--- src/rtl/ram_fifo_ctrl_if.sv ---
// Bundle of the push stream, pop stream, level and RAM port signals.
// master: FIFO controller side. slave: producer/consumer/RAM side.
interface ram_fifo_ctrl_if #(
   parameter int WIDTH = 8,
   parameter int DEPTH = 4
) ();
   logic             in_valid;
   logic             in_ready;
   logic [WIDTH-1:0] in_data;
   logic             out_valid;
   logic             out_ready;
   logic [WIDTH-1:0] out_data;
   logic [DEPTH:0]   level;
   logic             ram_enable;
   logic             ram_wr_en;
   logic [DEPTH-1:0] ram_address;
   logic [WIDTH-1:0] ram_data_in;
   logic [WIDTH-1:0] ram_data_out;

   modport master (
      input  in_valid, in_data, out_ready, ram_data_out,
      output in_ready, out_valid, out_data, level,
      output ram_enable, ram_wr_en, ram_address, ram_data_in
   );

   modport slave (
      output in_valid, in_data, out_ready, ram_data_out,
      input  in_ready, out_valid, out_data, level,
      input  ram_enable, ram_wr_en, ram_address, ram_data_in
   );
endinterface

--- src/rtl/ram_fifo_ctrl.sv ---
// ram_fifo_ctrl: FIFO controller that owns a single-port sync RAM.
// Ports: clk, rst_n (async low), bus (push/pop streams, level, RAM drive).
module ram_fifo_ctrl #(
   parameter int WIDTH = 8,
   parameter int DEPTH = 4
) (
   input logic             clk,
   input logic             rst_n,
   ram_fifo_ctrl_if.master bus
);

   localparam logic [DEPTH:0] LP_FULL = {1'b1, {DEPTH{1'b0}}};

   logic [DEPTH-1:0] r_wr_ptr;
   logic [DEPTH-1:0] r_rd_ptr;
   logic [DEPTH:0]   r_count;
   logic             r_rd_pending;
   logic             r_out_valid;
   logic [WIDTH-1:0] r_out_data;

   logic w_rd_issue;
   logic w_wr_issue;
   logic w_in_ready;

   // A read may only start when the output register is free by the
   // time its data lands (free now, or being popped this cycle).
   assign w_rd_issue = (r_count != '0) && !r_rd_pending &&
                       (!r_out_valid || bus.out_ready);

   // Reads win the single RAM port; a blocked push simply retries.
   assign w_in_ready = rst_n && (r_count != LP_FULL) && !w_rd_issue;
   assign w_wr_issue = bus.in_valid && w_in_ready;

   assign bus.in_ready    = w_in_ready;
   assign bus.out_valid   = r_out_valid;
   assign bus.out_data    = r_out_data;
   assign bus.level       = r_count
                          + {{DEPTH{1'b0}}, r_rd_pending}
                          + {{DEPTH{1'b0}}, r_out_valid};

   assign bus.ram_enable  = rst_n && (w_rd_issue || w_wr_issue);
   assign bus.ram_wr_en   = rst_n && w_wr_issue;
   assign bus.ram_address = !rst_n     ? '0 :
                            w_wr_issue ? r_wr_ptr : r_rd_ptr;
   assign bus.ram_data_in = rst_n ? bus.in_data : '0;

   always_ff @(posedge clk or negedge rst_n) begin
      if (!rst_n) begin
         r_wr_ptr     <= '0;
         r_rd_ptr     <= '0;
         r_count      <= '0;
         r_rd_pending <= 1'b0;
         r_out_valid  <= 1'b0;
         r_out_data   <= '0;
      end else begin
         if (w_wr_issue) begin
            r_wr_ptr <= r_wr_ptr + DEPTH'(1);
            r_count  <= r_count + (DEPTH+1)'(1);
         end
         if (w_rd_issue) begin
            r_rd_ptr <= r_rd_ptr + DEPTH'(1);
            r_count  <= r_count - (DEPTH+1)'(1);
         end
         // Pending never overlaps an issue, so this both sets and clears.
         r_rd_pending <= w_rd_issue;
         if (r_rd_pending) begin
            r_out_data  <= bus.ram_data_out;
            r_out_valid <= 1'b1;
         end else if (r_out_valid && bus.out_ready) begin
            r_out_valid <= 1'b0;
         end
      end
   end

endmodule

--- src/flat_wrapper.sv ---
// flat-port wrapper written by rule: the top's interface ports become plain ports
module ram_fifo_ctrl_flat 
#(
   parameter int WIDTH = 8,
   parameter int DEPTH = 4
)
  (clk, rst_n, bus_in_valid, bus_in_data, bus_out_ready, bus_ram_data_out, bus_in_ready, bus_out_valid, bus_out_data, bus_level, bus_ram_enable, bus_ram_wr_en, bus_ram_address, bus_ram_data_in);
  ram_fifo_ctrl_if #(.WIDTH(WIDTH), .DEPTH(DEPTH)) bus_i ();
  input logic clk;
  input logic rst_n;
  input wire logic [$bits(bus_i.in_valid)-1:0] bus_in_valid;
  input wire logic [$bits(bus_i.in_data)-1:0] bus_in_data;
  input wire logic [$bits(bus_i.out_ready)-1:0] bus_out_ready;
  input wire logic [$bits(bus_i.ram_data_out)-1:0] bus_ram_data_out;
  output wire logic [$bits(bus_i.in_ready)-1:0] bus_in_ready;
  output wire logic [$bits(bus_i.out_valid)-1:0] bus_out_valid;
  output wire logic [$bits(bus_i.out_data)-1:0] bus_out_data;
  output wire logic [$bits(bus_i.level)-1:0] bus_level;
  output wire logic [$bits(bus_i.ram_enable)-1:0] bus_ram_enable;
  output wire logic [$bits(bus_i.ram_wr_en)-1:0] bus_ram_wr_en;
  output wire logic [$bits(bus_i.ram_address)-1:0] bus_ram_address;
  output wire logic [$bits(bus_i.ram_data_in)-1:0] bus_ram_data_in;
  assign bus_i.in_valid = bus_in_valid;
  assign bus_i.in_data = bus_in_data;
  assign bus_i.out_ready = bus_out_ready;
  assign bus_i.ram_data_out = bus_ram_data_out;
  assign bus_in_ready = bus_i.in_ready;
  assign bus_out_valid = bus_i.out_valid;
  assign bus_out_data = bus_i.out_data;
  assign bus_level = bus_i.level;
  assign bus_ram_enable = bus_i.ram_enable;
  assign bus_ram_wr_en = bus_i.ram_wr_en;
  assign bus_ram_address = bus_i.ram_address;
  assign bus_ram_data_in = bus_i.ram_data_in;
  ram_fifo_ctrl #(.WIDTH(WIDTH), .DEPTH(DEPTH)) u_core (.clk(clk), .rst_n(rst_n), .bus(bus_i));
endmodule
--- config.mk ---
export PLATFORM = sky130hd
export DESIGN_NAME = ram_fifo_ctrl_flat
export DESIGN_NICKNAME = d
export VERILOG_FILES = /design/src/rtl/ram_fifo_ctrl_if.sv /design/src/rtl/ram_fifo_ctrl.sv /design/src/flat_wrapper.sv
export SDC_FILE = /design/constraint.sdc
export NUM_CORES = 1
export LEC_CHECK = 0
export CAP_MARGIN = 40
export CORE_UTILIZATION = 40
export DETAILED_ROUTE_END_ITERATION = 6
export HOLD_SLACK_MARGIN = 0.06
export PLACE_DENSITY = 0.82
export SYNTH_ARGS = -nofsm -noshare
export SYNTH_HDL_FRONTEND = slang
export SYNTH_SLANG_ARGS = --single-unit
--- constraint.sdc ---
create_clock -name clk -period 2.35 [get_ports clk]
set_input_delay 0.705 -clock clk [delete_from_list [all_inputs] [get_ports clk]]
set_output_delay 0.705 -clock clk [all_outputs]
set_load 0.005 [all_outputs]
**Yosys cells after proc, flatten, opt, wreduce, memory -nomap -nowiden**

Cells that the tools add are included.

- Register bits after elaboration: 23
- Input bits: 20
- Output and inout bits: 29
- Word-level logic and storage cells: 36

- Add/subtract/negate cells: 6
- Equality and inequality tests: 1
- Multiplexer cells: 7
- Reductions and logical operators: 16

Operators with widths:

| cell | number |
|---|---|
| 5-bit by 1-bit adder with 5-bit output | 2 |
| 5-bit 2-to-1 mux | 2 |
| 4-bit by 1-bit adder with 4-bit output (second input constant) | 2 |
| 1-bit logical AND | 8 |
| 4-bit 2-to-1 mux | 2 |
| 8-bit 2-to-1 mux | 1 |
| 5-bit by 1-bit adder with 5-bit output (second input constant) | 1 |
| 5-bit inequality test (second input constant) | 1 |
| 5-bit nonzero test | 1 |
| 5-bit by 1-bit subtractor with 5-bit output (second input constant) | 1 |
| 2-bit nonzero test | 2 |
| 1-bit zero test | 3 |
| 1-bit logical OR | 2 |
| 1-bit 2-to-1 mux | 2 |

**Logic depth before layout (Yosys ltp)**

Gate-level depths: netlist (run 1).

- Depth after elaboration: 8
- Mapped depth: 8
- Depth with buffers taken out: 8

**Worst setup path before layout (run 1)**

OpenSTA, ideal clock, no wires.

- Kind: input to register
- Start: in bus_out_ready
- End: reg u_core.r_count[4]
- Library setup time: 0.123 ns
- Arrival: 2.825 ns
- Data required time: 2.227 ns
- Path slack: -0.598 ns
- Cell stages on the path: 8
- Buffers on the path: 0
- Cells stage by stage: and2b_2 a211oi_4 inv_1 fa_1 nand2b_1 o2bb2ai_1 or3_1 o221a_2

- Longest elaborated chain between the ends: 6
- Elaborated cells on any way between the ends: 7
- Classes of those cells: mux (1); reduce/logical (6)

RTL lines:

| element | RTL line | source |
|---|---|---|
| start: declaration | flat_wrapper.sv:13 | `input wire logic [$bits(bus_i.out_ready)-1:0] bus_out_ready;` |
| 1-bit logical OR (*) | ram_fifo_ctrl.sv:28 | `(!r_out_valid \|\| bus.out_ready);` |
| 1-bit logical AND (*) | ram_fifo_ctrl.sv:27 | `assign w_rd_issue = (r_count != '0) && !r_rd_pending &&` |
| named net u_core.w_rd_issue | ram_fifo_ctrl.sv:21 | `logic w_rd_issue;` |
| 1-bit zero test | ram_fifo_ctrl.sv:31 | `assign w_in_ready = rst_n && (r_count != LP_FULL) && !w_rd_issue;` |
| 1-bit logical AND | ram_fifo_ctrl.sv:31 |  |
| 1-bit logical AND | ram_fifo_ctrl.sv:32 | `assign w_wr_issue = bus.in_valid && w_in_ready;` |
| 2-bit nonzero test (no source line) | -- |  |
| end signal: assignment | ram_fifo_ctrl.sv:58 | `r_count <= r_count + (DEPTH+1)'(1);` |
| end signal: assignment | ram_fifo_ctrl.sv:62 | `r_count <= r_count - (DEPTH+1)'(1);` |
| end: declaration | ram_fifo_ctrl.sv:16 | `logic [DEPTH:0] r_count;` |

Mark *: on every way through the listed nets, which the timed path passes. The rest lies on a longest branch.
A chain may end at the register's enable or synchronous reset.

**Worst setup path after layout (run 1)**

- Start: in bus_out_ready
- End: out bus_ram_address[0]

- Longest elaborated chain between the ends: 7

RTL lines:

| element | RTL line | source |
|---|---|---|
| 1-bit logical OR | ram_fifo_ctrl.sv:28 |  |
| 1-bit logical AND | ram_fifo_ctrl.sv:27 |  |
| 1-bit zero test | ram_fifo_ctrl.sv:31 |  |
| 1-bit logical AND | ram_fifo_ctrl.sv:31 |  |
| 1-bit logical AND | ram_fifo_ctrl.sv:32 |  |
| 4-bit 2-to-1 mux | ram_fifo_ctrl.sv:44 | `w_wr_issue ? r_wr_ptr : r_rd_ptr;` |
| 4-bit 2-to-1 mux | ram_fifo_ctrl.sv:43 | `assign bus.ram_address = !rst_n ? '0 :` |
| end: declaration | flat_wrapper.sv:21 | `output wire logic [$bits(bus_i.ram_address)-1:0] bus_ram_address;` |

No other way between the ends.

==> impl_results.md, run 1 <==
* Outcome: complete, but fails checks
* Failing checks: setup timing
* Vias/cell at 5.094
* RSZ-0062 raised after global routing: true
* Leak at 0.001088 uW
* Total gr overflow at 0
* DRC violations left at 0
* Distinct cells, synth at 34
* Crit-path slowest cell: or3_4
* Switching Share at 39.92%
* Sequential share of the synthesized area at 42.59%
* Syn-to-layout area delta at 74.35%
* Max_cap viols at 0
* Ys flop type: dfrtp_1
* Crit Path Max Fanout at 3
* Crit path max-delay family: simple AND/OR/NAND/NOR gates
* GRT Overall Usage at 23.01%
* Ratio of cells with drive above 1 in the final layout at between 40% and 50%
* Routed len/inst at 16.89 microns
* Count of pins over their slew limit at 0
* Total length of routed wires at 4324 microns
* Tot Pwr at 3406 uW
* CP cell instances: buf_6, and2b_2, or3_4, nand3_4, buf_6, mux2i_1, buf_2
* Io pins at 49
* Number of iterations in the first detailed-routing pass at 4
* Core Box Area at around 3100 sq um
* Initial Utilization at about 43%
* Crit. End Element: output port
* RR Startpoint: u_core.r_count[0]$_DFFE_PN0P_
* Initial antenna violation count at 0
* Placer congestion estimate at 0.8455
* Worst IR Drop VDD at 0.7426 mV
* CP Launch Type: input port
* HPWL after DPL at 2813 microns
* Hold Slack at 0.4239 ns
* Die H at roughly 60 microns
* Final Hold Fails at 0
* Clk root buf: clkbuf_4
* DRT iter0 DRCs at 41
* Relative slew margins at 76.52%
* Pin count of the biggest net entering global routing at 14
* Detailed-route via count at 1304
* Synth Area per Inst at around 11 sq um
* Clock network power share at 5.6%
* # hold bufs at CTS at 0
* Fin crit share at 111.9%
* Yosys top cell area share at 42.59%
* Pwr Density at 1446 nW/um^2
* Fill count at 217
* Comb pwr share at 70.8%
* Critical path buffers and inverters at 3
* Final setup violation count at 12
* Clk_skew at 0.01957 ns
* Kind of critical path: input port to output port
* Clock slew at reported path FFs at roughly 0.14 ns
* Sequential cell area at around 580 sq um
* Nets at 241
* Post-Synthesis Cells at 120
* Synth warnings at 0
* Setup ws final at -0.2806 ns
* Largest cells by area after synthesis: dfrtp_1 (43%), mux2_2 (10%), xnor2_1 (5.8%)
* Synth Cell Area at 1351 sq um
* Critical Path RT at 1.64 ns
* Worst min-delay path category: input port to async pin
* Max incr delay on CP at 0.41 ns
* Port bufs at between 40 and 50
* CTS H-tree depth at 1
* Psw at between 1000 and 1500 uW
* Footprint of the multi-input gates at 862.1 sq um
* Clock Tree Buf Depth at 2
* Synth top cells by count: dfrtp_1 (23), inv_1 (12), mux2_2 (12)
* Yosys reg bits at 23
* Internal power at 2047 uW
* Post-DRT Antenna Nets at 0
* First-pass GRT wire length at between 6000 and 7000 microns
* Max Fclk at about 0.38 GHz
* Rows at 20
* Total nets after synthesis at ~150
* Vias in the first global route at 1335
* TritonCTS buffer count at 3
* Fin area at 2356 sq um
* Post-synth EDFFs at 0
* Worst-margin pin slew at approximately 0.35 ns
* Crit path top cell by count: buf_6
* Die W at 60.12 microns
* Most common cell in the netlist: dfrtp_1
* Antenna cells at 0
* Critical path startpoint: bus_out_ready
* Total clock sinks at 23
* Post-DP Area at 2118 sq um
* Sequential Power Share at 23.6%
* Async SR Flop Fraction at 100.0%
* Cell taking the most area after synthesis: dfrtp_1
* Final min period at ~2.6 ns
* Die area at 3614 sq um
* Clk_lat worst skew at approximately 0.33 ns
* CTS tree: built
* Worst EP arrival at between 1.5 and 2 ns
placed cells by master, fill, tap and decap left out, drive strengths merged, types with 2 or more instances in the layout:
cell type / Yosys / routed
nand3: 4 / 4
clkbuf: 2 / 4
nor3: 2 / 2
dfrtp: 23 / 23
fa: 2 / 2
buf: 0 / 54
xnor2: 9 / 9
mux2: 12 / 12
nand4: 4 / 4
and2: 10 / 10
nand2: 6 / 6
nor4: 3 / 3
ha: 6 / 6
or3: 2 / 2
mux2i: 3 / 3
a21oi: 2 / 2
nor2: 3 / 3
xor2: 3 / 3
dlygate4sd2: 0 / 9
inv: 13 / 13
a21o: 2 / 2
clkdlybuf4s50: 0 / 25
logic make-up (layout without fill, tap and decap cells):
kind of cell               after synthesis  after routing  share of synthesized area [%]
adders and majority gates                8              8                          8.518
and+or+nand+nor                         37             37                          17.41
DFF                                     23             23                          42.59
buffers and inverters                   15            107                          4.166
AOI/OAI and AO/OA                       10             10                          7.315
muxes                                   15             15                          12.22
xor gates and xnor gates                12             12                          7.778
repair_timing:
action	CTS	global route
setup endpoints to repair	23	14
gates resized for setup	82	16
setup buffers	10	4
pin swaps	14	10
registers in the layout, summed over array words and instances (netlist names):
register and flops:
u_core.bus.out_data 8, u_core.r_count 5, u_core.r_rd_ptr 4, u_core.r_wr_ptr 4, u_core.bus.out_valid 1, u_core.r_rd_pending 1
metal layers:
metal | wire (microns) | vias up | part of all wire [%] | track usage (%)
met1 | 1509 | 630 | 35 | 22.15
li1 | - | 600 | - | -
met2 | 2416 | 62 | 56 | 46.00
met5 | 0 | - | 0 | 0
met4 | 146 | 0 | 3.4 | 9.635
met3 | 251 | 12 | 5.8 | 4.545
worst reg2reg max path, cell delays in order (launching register included):
cell and delay, ns:
dfrtp_2 0.46, nor4_4 0.40, buf_4 0.20, a211oi_4 0.07, buf_6 0.13, buf_8 0.12, ha_1 0.25, nor2_2 0.17
o2bb2ai_4 0.16, buf_4 0.17, nor4_4 0.05, o221a_2 0.29
stage by stage:
stage | std cells | util, % | worst slack, ns | TNS (ns)
after global routing | 256 | 75.32 | -0.3562 | -3.273
final | 256 | 75.32 | -0.2806 | -2.221
after global placement | 238 | 67.72 | -1.065 | -13.03
after floorplan | 120 | - | -0.3963 | -0.9302
after CTS | 252 | 72.00 | -0.2441 | -2.166
after detailed placement | 238 | 67.72 | -1.098 | -13.47
layout make-up:
type | instances | share of cell area [%]
clock buffers | 3 | 0.9559
clock inverters | 1 | 0.2124
inverters | 13 | 2.177
multi-input cells | 82 | 36.59
flip-flops and latches | 23 | 24.48
well taps | 44 | 2.337
repair buffers | 90 | 33.24
power by group through the flow:
stage	clock [uW]	sequential, uW	combinational, uW
final	192	802	2410
after global routing	211	824	2590
after CTS	191	783	2160
after detailed placement	0	786	2050
after global placement	0	771	1930
after floorplan	0	788	1010
final timing paths:
path / to / slack (ns) / cells after the start
max: bus_ram_address[0] / -0.28 / 7
min: u_core.r_wr_ptr[2]$_DFFE_PN0P_ / 0.42 / 2
max reg2reg: u_core.r_count[4]$_DFFE_PN0P_ / -0.18 / 11
min reg2reg: u_core.r_rd_ptr[3]$_DFFE_PN0P_ / 0.50 / 1
max in group asynchronous: u_core.bus.out_data[4]$_DFFE_PN0P_ / 1.61 / 4
min in group clk: u_core.r_rd_ptr[3]$_DFFE_PN0P_ / 0.50 / 1
(Power assumes the default switching activity.)
==> inputs of run 2 (changes only) <==
--- a/config.mk
+++ b/config.mk
@@ -13,3 +13,4 @@
 export SYNTH_ARGS = -nofsm -noshare
 export SYNTH_HDL_FRONTEND = slang
 export SYNTH_SLANG_ARGS = --single-unit
+export TNS_END_PERCENT = 20
==> run 2 against run 1 <==
  * The run still ends with setup timing left
  * Via count down 5.3%
  * Combinational power down 12%
  * Clock power is essentially flat
  * Worst hold slack gained 0.017 ns
  * Cell area fell by 5.0%
  * Count of clock-buffer cells in the layout stayed put
  * Setup slack worse by 0.010 ns
  * Clock skew shrank 0.018 ns
  * Register-to-register slack worse by 0.06 ns
  * Utilization shrank 3.8 points
  * Power down 7.8%
  * Critical path type is now register to output port
==> impl_results.md, run 2 (synthesized netlist as in run 1, its figures left out) <==
* Critical Path RT at 1.64 ns (about the same)
* Dpl cells at 237 (was 238)
* Commonest non-fill, non-tap cell in the layout: buf_4 (unchanged)
* Initial antenna violation count at 0 (unchanged)
* Max reg flops at 8 (unchanged)
* Nets at 235 (was 241)
* Io pins at 49 (unchanged)
* Leak at 0.001046 uW (was 0.001088 uW)
* CTS tree: built (unchanged)
* Detailed-route via count at 1235 (was 1304)
* Clk root buf: clkbuf_4 (unchanged)
* Rows at 20 (unchanged)
* Core Box Area at 3128 sq um (unchanged)
* Setup ws final at -0.2910 ns (was -0.2806 ns)
* Routed len/inst at 14.95 microns (was 16.89 microns)
* Max Fclk at 0.3786 GHz (was 0.3801 GHz)
* Clock slew at reported path FFs at 0.13 ns (was 0.14 ns)
* Failing checks: setup timing (unchanged)
* Kind of critical path: register to output port (was input port to output port)
* Fin crit share at 112.4% (was 111.9%)
* Fin Setup TNS at -2.165 ns (was -2.221 ns)
* Relative slew margins at 75.17% (was 76.52%)
* Place WS at -1.186 ns (was -1.098 ns)
* Total gr overflow at 0 (unchanged)
* Fin cells at 250 (was 256)
* Clk_skew at 0.001436 ns (was 0.01957 ns)
* Die H at 60.12 microns (unchanged)
* CP Launch Type: register (was input port)
* Worst min-delay path category: input port to async pin (unchanged)
* Pin count of the biggest net entering global routing at 14 (unchanged)
* Worst-margin pin slew at 0.3690 ns (was 0.3490 ns)
* Max incr delay on CP at 0.46 ns (was 0.41 ns)
* Crit Path Max Fanout at 4 (was 3)
* Ratio of cells with drive above 1 in the final layout at 47.09% (was 48.11%)
* Crit. End Element: output port (unchanged)
* Die area at 3614 sq um (unchanged)
* Total clock sinks at 23 (unchanged)
* Vias/cell at 4.940 (was 5.094)
* Antenna cells at 0 (unchanged)
* Clock Tree Buf Depth at 2 (unchanged)
* Initial Utilization at 43.20% (unchanged)
* Critical path buffers and inverters at 2 (was 3)
* CTS H-tree depth at 1 (unchanged)
* Worst IR Drop VDD at 0.7536 mV (was 0.7426 mV)
* Total length of routed wires at 3737 microns (was 4324 microns)
* Hold Slack at 0.4409 ns (was 0.4239 ns)
* Placer congestion estimate at 0.7854 (was 0.8455)
* Fill count at 229 (was 217)
* Final Hold Fails at 0 (unchanged)
* Max_cap viols at 0 (unchanged)
* Post-DRT Antenna Nets at 0 (unchanged)
* Count of pins over their slew limit at 0 (unchanged)
* Die W at 60.12 microns (unchanged)
* Number of iterations in the first detailed-routing pass at 4 (unchanged)
* First-pass GRT wire length at 5747 microns (was 6009 microns)
* Outcome: complete, but fails checks (unchanged)
* RSZ-0062 raised after global routing: true (unchanged)
* Crit-path slowest cell: dfrtp_2 (was or3_4)
* DRC violations left at 0 (unchanged)
* Crit path max-delay family: flip-flops (was simple AND/OR/NAND/NOR gates)
* Clk_lat worst skew at 0.31 ns (was 0.33 ns)
* Pwr Density at 1403 nW/um^2 (was 1446 nW/um^2)
* Final setup violation count at 12 (unchanged)
* GRT Overall Usage at 21.82% (was 23.01%)
* Most frequent cells in the layout: buf_4 (26), clkdlybuf4s50_1 (25), dfrtp_1 (21) (was buf_4 (32), clkdlybuf4s50_1 (25), dfrtp_1 (22))
* Final min period at 2.641 ns (was 2.631 ns)
* DRT iter0 DRCs at 51 (was 41)
* Vias in the first global route at 1306 (was 1335)
* Final core occ at 71.56% (was 75.32%)
* HPWL after DPL at 2628 microns (was 2813 microns)
* Port bufs at 48 (unchanged)
* Worst EP arrival at 1.94 ns (was 1.93 ns)
* CP cell instances: nor4_4, buf_4, nor3_4, o31ai_2, a21oi_2, buf_2 (was buf_6, and2b_2, or3_4, nand3_4, buf_6, mux2i_1, buf_2)
* TritonCTS buffer count at 3 (unchanged)
* Syn-to-layout area delta at 65.65% (was 74.35%)
[run 2: stage by stage]
stage | total power (uW) | instance area, sq um
2_1_floorplan | 1793 | 1368
3_3_place_gp | 2687 | 2098
3_5_place_dp | 2794 | 2098
4_1_cts | 3094 | 2222
5_1_grt | 3374 | 2238
6_report | 3141 | 2238
[run 2: final timing paths]
kind / start / end / slack, ns / depth (start not counted)
min reg2reg: u_core.r_rd_ptr[3]$_DFFE_PN0P_ / u_core.r_rd_ptr[3]$_DFFE_PN0P_ / 0.50 / 1
min: rst_n / u_core.bus.out_valid$_DFFE_PN0P_ / 0.44 / 2
min in group clk: u_core.r_rd_ptr[3]$_DFFE_PN0P_ / u_core.r_rd_ptr[3]$_DFFE_PN0P_ / 0.50 / 1
max reg2reg: u_core.r_count[0]$_DFFE_PN0P_ / u_core.r_count[4]$_DFFE_PN0P_ / -0.24 / 10
max: u_core.r_count[0]$_DFFE_PN0P_ / bus_ram_address[2] / -0.29 / 6
max in group asynchronous: rst_n / u_core.bus.out_data[1]$_DFFE_PN0P_ / 1.59 / 4
[run 2: routing by layer]
layer | global-route usage (%) | share of wire (%) | up-vias
met5 | 0 | 0 | -
met4 | 4.651 | 1.5 | 0
met3 | 3.030 | 5.3 | 6
met2 | 44.11 | 53 | 46
met1 | 23.22 | 40 | 600
li1 | - | - | 583
[run 2: timing repair]
action                                 4_1_cts  5_1_grt
hold buffers                                 0        0
buffers inserted                             7        2
setup endpoints to repair                   23       14
endpoints found under the hold margin        0        0
pin swaps                                   13        7
gates resized for setup                     78       14
[run 2: power breakdown]
group | internal [uW] | leakage [uW] | switching (uW)
logic | 1240 | 0.000763 | 893
registers | 612 | 0.000265 | 205
clock network | 63.7 | 0.0000177 | 127
total | 1920 | 0.00105 | 1220
[run 2: area by class of cell]
type	instances	area (sq um)	share of cell area, %
repair buffers	84	719.4	32.14
well taps	44	55.05	2.459
flip-flops and latches	23	578.1	25.82
inverters	13	48.80	2.180
clock buffers	3	22.52	1.006
multi-input cells	82	809.5	36.17
clock inverters	1	5.005	0.2236
[run 2: worst reg2reg max path: stages, from the launching register on]
cell and delay [ns]:
dfrtp_2 0.46, nor4_4 0.41, buf_4 0.20, a211oi_4 0.08, buf_4 0.15, buf_6 0.14
ha_1 0.34, o2bb2ai_2 0.25, buf_4 0.16, nor4_1 0.04, o221a_2 0.27
==> inputs of run 3 (changes only) <==
--- a/config.mk
+++ b/config.mk
@@ -6,10 +6,12 @@
 export NUM_CORES = 1
 export LEC_CHECK = 0
 export CAP_MARGIN = 40
+export CORE_MARGIN = 2
 export CORE_UTILIZATION = 40
 export DETAILED_ROUTE_END_ITERATION = 6
 export HOLD_SLACK_MARGIN = 0.06
 export PLACE_DENSITY = 0.82
+export SKIP_CTS_REPAIR_TIMING = 1
 export SYNTH_ARGS = -nofsm -noshare
 export SYNTH_HDL_FRONTEND = slang
 export SYNTH_SLANG_ARGS = --single-unit
==> run 3 against run 2 <==
  * The run still ends with setup timing left
  * Clock skew increased by 0.016 ns
  * Global-route usage decreased by 3.6 points
  * Critical path depth increased by 2
  * Non-clock buffer count up 4
  * Utilization down 1.2 points
  * Count of clock-buffer cells in the layout unchanged
  * Worst hold slack lost 0.17 ns
  * Largest power group unchanged
==> impl_results.md, run 3 (synthesized netlist as in run 1, its figures left out) <==
* Outcome: complete, but fails checks (unchanged)
* Failing checks: setup timing (unchanged)
* Clock slew at reported path FFs at 0.14 ns (was 0.13 ns)
* Worst min-delay path category: input port to async pin (unchanged)
* Pin count of the biggest net entering global routing at 14 (unchanged)
* Clk root buf: clkbuf_4 (unchanged)
* Clock Tree Buf Depth at 2 (unchanged)
* Initial antenna violation count at 0 (unchanged)
* Die H at 62.12 microns (was 60.12 microns)
* DRC violations left at 0 (unchanged)
* Syn-to-layout area delta at 70.93% (was 65.65%)
* HPWL after DPL at 2702 microns (was 2628 microns)
* Critical Path RT at 1.64 ns (about the same)
* Clk_lat worst skew at 0.32 ns (was 0.31 ns)
* Nets at 239 (was 235)
* Final setup violation count at 13 (was 12)
* Rows at 21 (was 20)
* Max_cap viols at 0 (unchanged)
* Detailed-route via count at 1243 (was 1235)
* Worst-margin pin slew at 0.3484 ns (was 0.3690 ns)
* Critical path buffers and inverters at 4 (was 2)
* DRT iter0 DRCs at 31 (was 51)
* Ratio of cells with drive above 1 in the final layout at 42.38% (was 47.09%)
* Port bufs at 48 (unchanged)
* Crit. End Element: output port (unchanged)
* Final Hold Fails at 0 (unchanged)
* Post-DRT Antenna Nets at 0 (unchanged)
* Hold Slack at 0.2711 ns (was 0.4409 ns)
* Count of pins over their slew limit at 0 (unchanged)
* Core Box Area at 3284 sq um (was 3128 sq um)
* Max Fclk at 0.3671 GHz (was 0.3786 GHz)
* Max incr delay on CP at 0.42 ns (was 0.46 ns)
* Crit path top cell by count: buf_6
* Routed len/inst at 15.07 microns (was 14.95 microns)
* Relative slew margins at 76.56% (was 75.17%)
* Die area at 3859 sq um (was 3614 sq um)
* Io pins at 49 (unchanged)
* Max reg flops at 8 (unchanged)
* Commonest non-fill, non-tap cell in the layout: buf_4 (unchanged)
* Crit-path slowest cell: or3_4 (was dfrtp_2)
* Vias/cell at 4.855 (was 4.940)
* Kind of critical path: input port to output port (was register to output port)
* First-pass GRT wire length at 5602 microns (was 5747 microns)
* Tot Pwr at 3109 uW (was 3141 uW)
* Antenna cells at 0 (unchanged)
* Worst IR Drop VDD at 0.7123 mV (was 0.7536 mV)
* Fin crit share at 115.9% (was 112.4%)
* Setup ws final at -0.3739 ns (was -0.2910 ns)
* RSZ-0062 raised after global routing: true (unchanged)
* Most frequent cells in the layout: buf_4 (35), clkdlybuf4s50_1 (25), dfrtp_1 (22) (was buf_4 (26), clkdlybuf4s50_1 (25), dfrtp_1 (21))
* Worst r2r dst: u_core.r_count[4]$_DFFE_PN0P_ (unchanged)
* Final min period at 2.724 ns (was 2.641 ns)
* Die W at 62.12 microns (was 60.12 microns)
* Clk_skew at 0.01791 ns (was 0.001436 ns)
* CTS tree: built (unchanged)
* Placer congestion estimate at 0.7957 (was 0.7854)
* Total gr overflow at 0 (unchanged)
* Vias in the first global route at 1245 (was 1306)
* Worst EP arrival at 2.02 ns (was 1.94 ns)
* Pwr Density at 1346 nW/um^2 (was 1403 nW/um^2)
* Number of iterations in the first detailed-routing pass at 4 (unchanged)
* GRT Overall Usage at 18.17% (was 21.82%)
* Crit Path Max Fanout at 3 (was 4)
* Worst-case reg-to-reg path depth at 12 (was 10)
* Place WS at -1.100 ns (was -1.186 ns)
* Initial Utilization at 41.14% (was 43.20%)
* TritonCTS buffer count at 3 (unchanged)
* Total clock sinks at 23 (unchanged)
* CP cell instances: buf_6, and2b_2, or3_4, nand3_4, buf_6, buf_6, mux2i_2, buf_2 (was nor4_4, buf_4, nor3_4, o31ai_2, a21oi_2, buf_2)
* Leak at 0.001207 uW (was 0.001046 uW)
* CP Launch Type: input port (was register)
* Crit path max-delay family: simple AND/OR/NAND/NOR gates (was flip-flops)
* RR Startpoint: u_core.r_count[0]$_DFFE_PN0P_ (unchanged)
* R2R setup slack at -0.26 ns (was -0.24 ns)
* Total length of routed wires at 3859 microns (was 3737 microns)
* CTS H-tree depth at 1 (unchanged)
## run 3: changes by cell type in the layout (fill, tap and decap cells not counted), moves of 3 or more
cell | previous run | this run
dlymetal6s2s_1 | 0 | 14
buf_4 | 26 | 35
dlygate4sd2_1 | 9 | 0
buf_6 | 11 | 6
inv_2 | 5 | 0
inv_1 | 8 | 12
buf_2 | 8 | 5
## run 3: final cells by class
cell class,count,area (sq um)
clock buffers,3,22.52
repair buffers,88,795.8
well taps,46,57.56
multi-input cells,82,800.8
flip-flops and latches,23,576.8
fillers,245,974.7
inverters,13,51.30
clock inverters,1,5.005
## run 3: power by group
group / total, uW / switching [uW] / internal (uW)
sequential: 798 / 187 / 610
combinational: 2130 / 863 / 1260
clock: 185 / 121 / 63.5
total: 3110 / 1170 / 1940
## run 3: how the worst max path moves through the flow
stage                                        from                             to  depth (start not counted)
finish                              bus_out_ready             bus_ram_address[3]                          8
CTS                                 bus_out_ready             bus_ram_address[3]                          6
floorplan                           bus_out_ready  u_core.r_count[4]$_DFFE_PN0P_                          8
global placement                    bus_out_ready             bus_ram_address[1]                          7
detailed placement                  bus_out_ready             bus_ram_address[3]                          6
global route        u_core.r_count[3]$_DFFE_PN0P_             bus_ram_address[3]                          8
## run 3: layer usage
metal	vias to the layer above	share of wire, %	global-route usage, %
li1	585	-	-
met1	603	38	19.53
met2	49	55	35.60
met3	6	5.0	2.174
met4	0	1.8	7.500
met5	-	0	0
## run 3: per-stage QoR
step                      cells  cell area (sq um)  TNS (ns)  util, %
after CTS                   246               2151    -14.21    65.49
after global routing        256               2310    -3.591    70.32
after global placement      242               2123    -13.60    64.65
final                       256               2310    -2.423    70.32
after floorplan             120               1368    -1.039        -
after detailed placement    242               2123    -14.16    64.65
